$ cat config.mk
export PLATFORM = sky130hd
export DESIGN_NAME = atm_balance_ledger_flat
export DESIGN_NICKNAME = d
export VERILOG_FILES = /design/src/rtl/atm_balance_ledger_if.sv /design/src/rtl/atm_balance_ledger.sv /design/src/flat_wrapper.sv
export SDC_FILE = /design/constraint.sdc
export NUM_CORES = 1
export LEC_CHECK = 0
export ABC_AREA = 1
export CORE_ASPECT_RATIO = 0.7
export CORE_MARGIN = 2
export CORE_UTILIZATION = 48
export DETAILED_ROUTE_END_ITERATION = 10
export PLACE_DENSITY = 0.78
export SLEW_MARGIN = 20
export SYNTH_ARGS = -nofsm -noshare
export SYNTH_HDL_FRONTEND = slang
export SYNTH_SLANG_ARGS = --single-unit
$ cat constraint.sdc
create_clock -name clk -period 2.9 [get_ports clk]
set_input_delay 0.87 -clock clk [delete_from_list [all_inputs] [get_ports clk]]
set_output_delay 0.87 -clock clk [all_outputs]
set_load 0.01 [all_outputs]
$ cat src/rtl/atm_balance_ledger_if.sv
// Handshake/bus bundle between the ATM front panel logic and the balance ledger.
// The ledger uses the slave view; whoever drives buttons and switches uses master.
`timescale 1ns/1ps
interface atm_balance_ledger_if #(
  parameter int unsigned WIDTH = 8
);
  logic             dep_btn;
  logic             wd_btn;
  logic [WIDTH-1:0] amount;
  logic             amount_ok;
  logic [WIDTH-1:0] balance;
  logic             err_over;
  logic             err_funds;
  logic             busy;
  logic             txn_done;
  logic [7:0]       txn_count;

  modport master (
    output dep_btn, wd_btn, amount, amount_ok,
    input  balance, err_over, err_funds, busy, txn_done, txn_count
  );

  modport slave (
    input  dep_btn, wd_btn, amount, amount_ok,
    output balance, err_over, err_funds, busy, txn_done, txn_count
  );
endinterface

$ cat src/rtl/atm_balance_ledger.sv
// Account balance keeper: one committed deposit/withdraw per button press,
// with overflow and insufficient-funds rejection and timed error flags.
`timescale 1ns/1ps
module atm_balance_ledger #(
  parameter int unsigned WIDTH    = 8,
  parameter int unsigned INIT_BAL = 0,
  parameter int unsigned MAX_BAL  = 255,
  parameter int unsigned ERR_HOLD = 50000000
) (
  input  logic                  clk,
  input  logic                  reset,
  atm_balance_ledger_if.slave   bus
);

  localparam int unsigned HOLD_W = (ERR_HOLD > 1) ? $clog2(ERR_HOLD) : 1;

  typedef enum logic [2:0] {IDLE, LATCH, CHECK, COMMIT, ERROR, RELEASE} state_t;

  state_t            state_reg, state_next;
  logic              dep_cur_reg, dep_prev_reg, wd_cur_reg, wd_prev_reg;
  logic              op_wd_reg;
  logic [WIDTH-1:0]  amt_reg;
  logic              amt_ok_reg;
  logic [WIDTH-1:0]  result_reg;
  logic [WIDTH-1:0]  balance_reg;
  logic              err_over_reg, err_funds_reg;
  logic [HOLD_W-1:0] hold_reg;
  logic              txn_done_reg;
  logic [7:0]        txn_count_reg;

  logic              dep_rise, wd_rise;
  logic [WIDTH:0]    sum;
  logic              dep_bad, wd_bad, check_fail, hold_done;

  assign dep_rise   = dep_cur_reg & ~dep_prev_reg;
  assign wd_rise    = wd_cur_reg & ~wd_prev_reg;
  // Sum carries an extra bit so a wrap past 2^WIDTH is still seen as overflow.
  assign sum        = {1'b0, balance_reg} + {1'b0, amt_reg};
  assign dep_bad    = (sum > (WIDTH+1)'(MAX_BAL)) || !amt_ok_reg;
  assign wd_bad     = (amt_reg > balance_reg) || !amt_ok_reg;
  assign check_fail = op_wd_reg ? wd_bad : dep_bad;
  assign hold_done  = (hold_reg == HOLD_W'(ERR_HOLD - 1));

  always_ff @(posedge clk or posedge reset) begin
    if (reset) state_reg <= IDLE;
    else       state_reg <= state_next;
  end

  always_comb begin
    state_next = state_reg;
    case (state_reg)
      IDLE: begin
        if (dep_rise && wd_rise)     state_next = RELEASE;
        else if (dep_rise || wd_rise) state_next = LATCH;
      end
      LATCH:   state_next = CHECK;
      CHECK:   state_next = check_fail ? ERROR : COMMIT;
      COMMIT:  state_next = RELEASE;
      ERROR:   if (hold_done) state_next = RELEASE;
      RELEASE: if (!dep_cur_reg && !wd_cur_reg) state_next = IDLE;
      default: state_next = IDLE;
    endcase
  end

  always_ff @(posedge clk or posedge reset) begin
    if (reset) begin
      dep_cur_reg   <= 1'b0;
      dep_prev_reg  <= 1'b0;
      wd_cur_reg    <= 1'b0;
      wd_prev_reg   <= 1'b0;
      op_wd_reg     <= 1'b0;
      amt_reg       <= '0;
      amt_ok_reg    <= 1'b0;
      result_reg    <= '0;
      balance_reg   <= WIDTH'(INIT_BAL);
      err_over_reg  <= 1'b0;
      err_funds_reg <= 1'b0;
      hold_reg      <= '0;
      txn_done_reg  <= 1'b0;
      txn_count_reg <= 8'd0;
    end else begin
      dep_cur_reg  <= bus.dep_btn;
      dep_prev_reg <= dep_cur_reg;
      wd_cur_reg   <= bus.wd_btn;
      wd_prev_reg  <= wd_cur_reg;
      txn_done_reg <= 1'b0;
      case (state_reg)
        IDLE: if (state_next == LATCH) op_wd_reg <= wd_rise;
        LATCH: begin
          amt_reg    <= bus.amount;
          amt_ok_reg <= bus.amount_ok;
        end
        CHECK: begin
          result_reg <= op_wd_reg ? (balance_reg - amt_reg) : sum[WIDTH-1:0];
          hold_reg   <= '0;
          if (check_fail) begin
            if (op_wd_reg) err_funds_reg <= 1'b1;
            else           err_over_reg  <= 1'b1;
          end
        end
        COMMIT: begin
          balance_reg   <= result_reg;
          txn_done_reg  <= 1'b1;
          txn_count_reg <= txn_count_reg + 8'd1;
        end
        ERROR: begin
          if (hold_done) begin
            err_over_reg  <= 1'b0;
            err_funds_reg <= 1'b0;
            hold_reg      <= '0;
          end else begin
            hold_reg <= hold_reg + HOLD_W'(1);
          end
        end
        default: ;
      endcase
    end
  end

  assign bus.balance   = balance_reg;
  assign bus.err_over  = err_over_reg;
  assign bus.err_funds = err_funds_reg;
  assign bus.busy      = (state_reg != IDLE);
  assign bus.txn_done  = txn_done_reg;
  assign bus.txn_count = txn_count_reg;

endmodule

$ cat src/flat_wrapper.sv
// flat-port wrapper written by rule: the top's interface ports become plain ports
module atm_balance_ledger_flat 
#(
  parameter int unsigned WIDTH    = 8,
  parameter int unsigned INIT_BAL = 0,
  parameter int unsigned MAX_BAL  = 255,
  parameter int unsigned ERR_HOLD = 50000000
)
  (clk, reset, bus_dep_btn, bus_wd_btn, bus_amount, bus_amount_ok, bus_balance, bus_err_over, bus_err_funds, bus_busy, bus_txn_done, bus_txn_count);
  atm_balance_ledger_if #(.WIDTH(WIDTH)) bus_i ();
  input  logic clk;
  input  logic reset;
  input wire logic [$bits(bus_i.dep_btn)-1:0] bus_dep_btn;
  input wire logic [$bits(bus_i.wd_btn)-1:0] bus_wd_btn;
  input wire logic [$bits(bus_i.amount)-1:0] bus_amount;
  input wire logic [$bits(bus_i.amount_ok)-1:0] bus_amount_ok;
  output wire logic [$bits(bus_i.balance)-1:0] bus_balance;
  output wire logic [$bits(bus_i.err_over)-1:0] bus_err_over;
  output wire logic [$bits(bus_i.err_funds)-1:0] bus_err_funds;
  output wire logic [$bits(bus_i.busy)-1:0] bus_busy;
  output wire logic [$bits(bus_i.txn_done)-1:0] bus_txn_done;
  output wire logic [$bits(bus_i.txn_count)-1:0] bus_txn_count;
  assign bus_i.dep_btn = bus_dep_btn;
  assign bus_i.wd_btn = bus_wd_btn;
  assign bus_i.amount = bus_amount;
  assign bus_i.amount_ok = bus_amount_ok;
  assign bus_balance = bus_i.balance;
  assign bus_err_over = bus_i.err_over;
  assign bus_err_funds = bus_i.err_funds;
  assign bus_busy = bus_i.busy;
  assign bus_txn_done = bus_i.txn_done;
  assign bus_txn_count = bus_i.txn_count;
  atm_balance_ledger #(.WIDTH(WIDTH), .INIT_BAL(INIT_BAL), .MAX_BAL(MAX_BAL), .ERR_HOLD(ERR_HOLD)) u_core (.clk(clk), .reset(reset), .bus(bus_i));
endmodule
==> metrics.cfg, run 1 <==
[finish]
final_area_um2=4880
utilization_pct=58.6
n_antenna_cell=0
drive_above_1_share_pct=8.44
fin_nets=586
area_growth_pct=19.8
largest_reg_flops=26

[timing]
fin_hold_ws_ns=0.408
rsz0062_at_grt=no
tightest_slew_ns=0.723
fmax_ghz=0.415
finClkSkew_ns=0.00702
slew_violations=0
finalCritPeriodShare_pct=83.1
tns_ns=0
hold_viol=0
finalSetupViolCount=0
slew_headroom_pct=51.7
fin_crit_ns=2.41

[worst_setup_path]
worst_r2r_path_depth=8
start_kind=register
cp.required_ns=2.03
cp.arrival_ns=1.54
startpoint=u_core.state_reg[0]
crit_path_end_kind=output pin
r2r_start=u_core.hold_reg[0]
rrSetupSlack_ns=0.80
crit_end=bus_busy
worstSetupPathType=register to output pin
cp_max_fo=5
r2r-end=u_core.hold_reg[21]

[grt]
grt_max_degree=47
grt_pass1_vias=3309
grt_pass1_wl_mm=16.1
grt_usage_pct=22.6
antenna_found_initial=0
met3_usage_pct=6.94
grt_overflow=0
grt_busiest_layer=met1
met2_usage_pct=32.0
grt_use_met1_pct=33.3

[outcome]
outcome=finished, final reports clean

[pwr]
power.density_nw_per_um2=982
totalPowerFinal_mw=4.80
vdd_drop_max_v=0.000588
p_leak_nw=2.34

[clocking]
ctsHoldBuffers=0
htreeDepth=3
root_buffer=clkbuf_16
cts_tree=done
post_cts_buffers=0
cts_sinks=70
ctsResizeCount=0
clk_path_buf_depth=2
clk_pin_slew_ns=0.05
cts_inserted_buffers=9
clock_latency_ns=0.34

[route]
drc_errors=0
vias_per_cell=5.42
routedWlPerCell_um=14.8
firstDrtPassIters=5
drtIter0Drc=279
via_count=3588
final_antenna_net_count=0
wirelength_mm=9.77

[place]
dp_hpwl_mm=7.20
portBuffers=32
gp_congestion=0.933
placed_area_um2=4520

[worst_hold_path]
hold_path_class=register to register

[floorplan]
die_h_um=81.1
core_um2=8340
row_count=28
dieArea_um2=9250
die_x_um=114
start_util_pct=48.9
ios=33

[yosys]
synth_fp_nets=548
ys.flop_type=dfrtp_1
synth_edf_count=0
ys_ff_latch=70
yosysWarnings=0
syn_avg_cell_area_um2=7.91
postSynthCellCount=515
synth_cell_types=43
synthArstFlopShare_pct=100
ys_seq_area_share_pct=43.0
syn-cell-area_um2=4080

[run]
drv_cap=0

==> per-layer routing <==
layer | share of wire (%) | vias up
met3 | 7.5 | 13
met5 | 0 | -
met4 | 1.2 | 0
li1 | - | 1746
met2 | 41 | 138
met1 | 50 | 1691
==> cells in the mapped netlist (4+ instances only) <==
| master | instances | share of area (%) |
|---|---|---|
| a21oi_1 | 19 | 2.3 |
| buf_2 | 4 | 0.49 |
| dfrtp_1 | 70 | 43 |
| ha_1 | 18 | 5.5 |
| inv_1 | 64 | 5.9 |
| inv_2 | 5 | 0.46 |
| nand2_1 | 123 | 11 |
| nand2_2 | 5 | 0.77 |
| nand3_1 | 45 | 5.5 |
| nand4_1 | 10 | 1.5 |
| nor2_1 | 43 | 4.0 |
| nor3_1 | 12 | 1.5 |
| o21ai_0 | 25 | 3.1 |
| o22ai_1 | 7 | 1.1 |
| xor2_1 | 18 | 3.9 |
==> cells by family (layout without fill, tap and decap cells) <==
| group | count (synthesis) | count (layout) | share of synthesized area (%) |
|---|---|---|---|
| AO/OA/AOI/OAI | 64 | 64 | 8.78 |
| XOR/XNOR | 21 | 21 | 4.51 |
| adder cells (fa/ha/maj) | 20 | 20 | 6.51 |
| buffers and inverters | 80 | 122 | 7.68 |
| flip-flops | 70 | 70 | 43.0 |
| multiplexers | 2 | 2 | 0.553 |
| AND/OR/NAND/NOR | 258 | 258 | 29.0 |
==> layout by cell type, fill, tap and decap left out, drive strengths merged, types with 9 or more instances in the layout <==
cell type / instances
inv: 69
nand3: 49
nand4: 10
a21oi: 20
o21ai: 27
clkdlybuf4s50: 32
nor2: 47
xor2: 18
nor3: 15
ha: 18
clkbuf: 9
dfrtp: 70
nand2: 128
==> where the power goes <==
| part | switching [mW] | internal [mW] | leakage (nW) |
|---|---|---|---|
| clock network | 0.424 | 0.922 | 0.168 |
| registers | 0.244 | 1.23 | 0.908 |
| logic | 1.22 | 0.761 | 1.26 |
| total | 1.89 | 2.91 | 2.34 |
==> critical path: stages (launching register included) <==
cell	delay [ns]
dfrtp_1	0.42
nor2_1	0.16
nand2_1	0.13
clkdlybuf4s50_1	0.50
==> through the flow <==
| stage | setup WS, ns | instances |
|---|---|---|
| after CTS | 0.485 | 662 |
| after detailed placement | 0.819 | 647 |
| after global routing | 0.395 | 662 |
| final | 0.491 | 662 |
| after floorplan | 0.262 | 515 |
| after global placement | 0.873 | 647 |
==> area by class of cell <==
type | count | area [um^2]
fill | 747 | 3450
multi-input combinational | 365 | 2010
sequential | 70 | 1750
timing repair buffer | 36 | 363
inverter | 71 | 267
clock buffer | 9 | 225
clock inverter | 6 | 135
tap | 105 | 131
==> worst min path at each step <==
stage                      start                 end  slack (ns)  cells past startpoint
3_3_place_gp   u_core.wd_cur_reg  u_core.wd_prev_reg        0.39                      0
2_1_floorplan  u_core.wd_cur_reg  u_core.wd_prev_reg        0.37                      0
3_5_place_dp   u_core.wd_cur_reg  u_core.wd_prev_reg        0.39                      0
4_1_cts        u_core.wd_cur_reg  u_core.wd_prev_reg        0.41                      0
5_1_grt        u_core.wd_cur_reg  u_core.wd_prev_reg        0.42                      0
6_report       u_core.wd_cur_reg  u_core.wd_prev_reg        0.41                      0
(Power assumes the default switching activity.)
==> inputs of run 2 (changes only) <==
- clock period: 2.9 -> 2.3 ns (I/O delays scaled with it)
==> run 2 against run 1 <==
Compared with the run above:
- clock-buffer cell count grew 6
- utilization is 0.92 points lower
- critical path type unchanged
- sequential share of layout area is 0.57 points higher
- worst setup slack lost 0.43 ns
- non-clock buffer count increased by 2
- clock skew about the same
- largest power group unchanged
- largest cell class unchanged
- worst hold slack got worse by 0.0063 ns
- combinational power rose by 25%
- via count about the same
- first-iteration DRC count increased by 25%
==> metrics.cfg, run 2 (synthesized netlist as in run 1, its figures left out) <==
[outcome]
outcome=finished, final reports clean  ; unchanged

[pwr]
p_leak_nw=2.30  ; was 2.34 nW
combPwrFrac_pct=44.4  ; was 41.3%
p_switching_mw=2.30  ; was 1.89 mW
seqPwrFrac_pct=33.0  ; was 30.7%
p_sw_share_pct=41.2  ; was 39.3%
power.density_nw_per_um2=1160  ; was 982 nW/um^2
vdd_drop_max_v=0.000561  ; was 0.000588 V
intPower_mw=3.28  ; was 2.91 mW
clock_power_share_pct=22.6  ; was 28.1%

[finish]
fillers=726  ; was 747
drive_above_1_share_pct=8.21  ; was 8.44%
area_growth_pct=18.0  ; was 19.8%
final_common_cell=nand2_1  ; unchanged
fin_nets=588  ; was 586
n_antenna_cell=0  ; unchanged
utilization_pct=57.7  ; was 58.6%
largest_reg_flops=26  ; unchanged
mostFrequentLayoutCells=nand2_1 (122), dfrtp_1 (70), inv_1 (63)  ; was nand2_1 (123), dfrtp_1 (70), inv_1 (63)

[timing]
tns_ns=0  ; unchanged
hold_viol=0  ; unchanged
fin_hold_ws_ns=0.402  ; was 0.408 ns
slew_violations=0  ; unchanged
fin_crit_ns=2.23
finalCritPeriodShare_pct=97.1
finClkSkew_ns=0.00658  ; was 0.00702 ns
tightest_slew_ns=0.514  ; was 0.723 ns
finalSetupViolCount=0  ; unchanged
rsz0062_at_grt=no  ; unchanged
slew_headroom_pct=65.6  ; was 51.7%
fmax_ghz=0.448

[clocking]
post_cts_buffers=0  ; unchanged
clk_path_buf_depth=2  ; unchanged
cts_tree=done  ; unchanged
cts_inserted_buffers=9  ; unchanged
root_buffer=clkbuf_16  ; unchanged
htreeDepth=3  ; unchanged
cts_sinks=70  ; unchanged
clock_latency_ns=0.34  ; about the same
ctsHoldBuffers=0  ; unchanged
clk_pin_slew_ns=0.05  ; about the same
ctsResizeCount=0  ; unchanged

[worst_setup_path]
cp_max_fo=5  ; unchanged
cp.arrival_ns=1.54  ; about the same
rrSetupSlack_ns=0.22  ; was 0.80 ns
start_kind=register  ; unchanged
worstSetupPathType=register to output pin  ; unchanged
crit_path_end_kind=output pin  ; unchanged
cp.required_ns=1.61  ; was 2.03 ns

[floorplan]
ios=33  ; unchanged
dieArea_um2=9250  ; unchanged
start_util_pct=48.9  ; unchanged
die_x_um=114  ; unchanged
die_h_um=81.1  ; unchanged
core_um2=8340  ; unchanged
row_count=28  ; unchanged

[worst_hold_path]
hold_path_class=register to register  ; unchanged

[route]
via_count=3585  ; was 3588
vias_per_cell=5.39  ; was 5.42
final_antenna_net_count=0  ; unchanged
routedWlPerCell_um=14.4  ; was 14.8 um
drc_errors=0  ; unchanged
wirelength_mm=9.60  ; was 9.77 mm
firstDrtPassIters=6  ; was 5
drtIter0Drc=348  ; was 279

[place]
gp_congestion=0.996  ; was 0.933
dp_hpwl_mm=7.00  ; was 7.20 mm
portBuffers=32  ; unchanged

[grt]
antenna_found_initial=0  ; unchanged
grt_pass1_wl_mm=15.9  ; was 16.1 mm
grt_max_degree=71  ; was 47
grt_usage_pct=22.3  ; was 22.6%
grt_overflow=0  ; unchanged
grt_pass1_vias=3254  ; was 3309

[run]
drv_cap=0  ; unchanged

## run 2: cell count changes in the layout (fill, tap and decap cells not counted), sizes merged
cell      change
buf           +2
bufinv        -4
clkbuf        +6
clkinv        +1
clkinvlp      -1
inv           -1
## run 2: metal layers
layer  track usage [%]  vias up  part of all wire, %
li1                  -     1752                    -
met1              32.6     1682                   49
met2              32.5      141                   42
met3              6.94       10                  8.0
met4              5.24        0                  1.3
met5                 0        -                    0
## run 2: area by class of cell
cell class,count,area [um^2],share of cell area (%)
multi-input combinational,365,2010,41.9
sequential,70,1750,36.4
timing repair buffer,38,378,7.86
inverter,71,270,5.62
clock buffer,15,258,5.36
tap,105,131,2.73
clock inverter,1,5.00,0.104
## run 2: worst paths after layout
path / to / cells past startpoint / start
worst max-delay path: bus_busy / 3 / u_core.state_reg[0]
worst min-delay path: u_core.wd_prev_reg / 0 / u_core.wd_cur_reg
worst max register to register: u_core.bus.err_funds / 13 / u_core.bus.balance[0]
worst min register to register: u_core.wd_prev_reg / 0 / u_core.wd_cur_reg
max in group asynchronous: u_core.bus.balance[3] / 3 / reset
min in group asynchronous: u_core.hold_reg[2] / 3 / reset
## run 2: power by group through the flow
stage | Combinational, mW | Sequential, mW | Clock [mW]
floorplan | 1.67 | 1.82 | 0
global placement | 2.39 | 1.83 | 0
detailed placement | 2.42 | 1.86 | 0
CTS | 2.44 | 1.84 | 1.28
global route | 2.79 | 1.89 | 1.34
finish | 2.47 | 1.84 | 1.26
## run 2: stage by stage
stage | std cells | setup WS [ns] | total power [mW] | instance area, um^2
2_1_floorplan | 515 | 0.434 | 3.49 | 4080
3_3_place_gp | 649 | 0.366 | 4.23 | 4540
3_5_place_dp | 649 | 0.260 | 4.28 | 4540
4_1_cts | 665 | 0.0672 | 5.56 | 4800
5_1_grt | 665 | 0.00289 | 6.02 | 4810
6_report | 665 | 0.0656 | 5.58 | 4810
## run 2: worst max-delay path: stages, from the launching register on
cell and delay [ns]:
dfrtp_1 0.41, nor2_1 0.16, nand2_1 0.12, clkdlybuf4s50_1 0.50
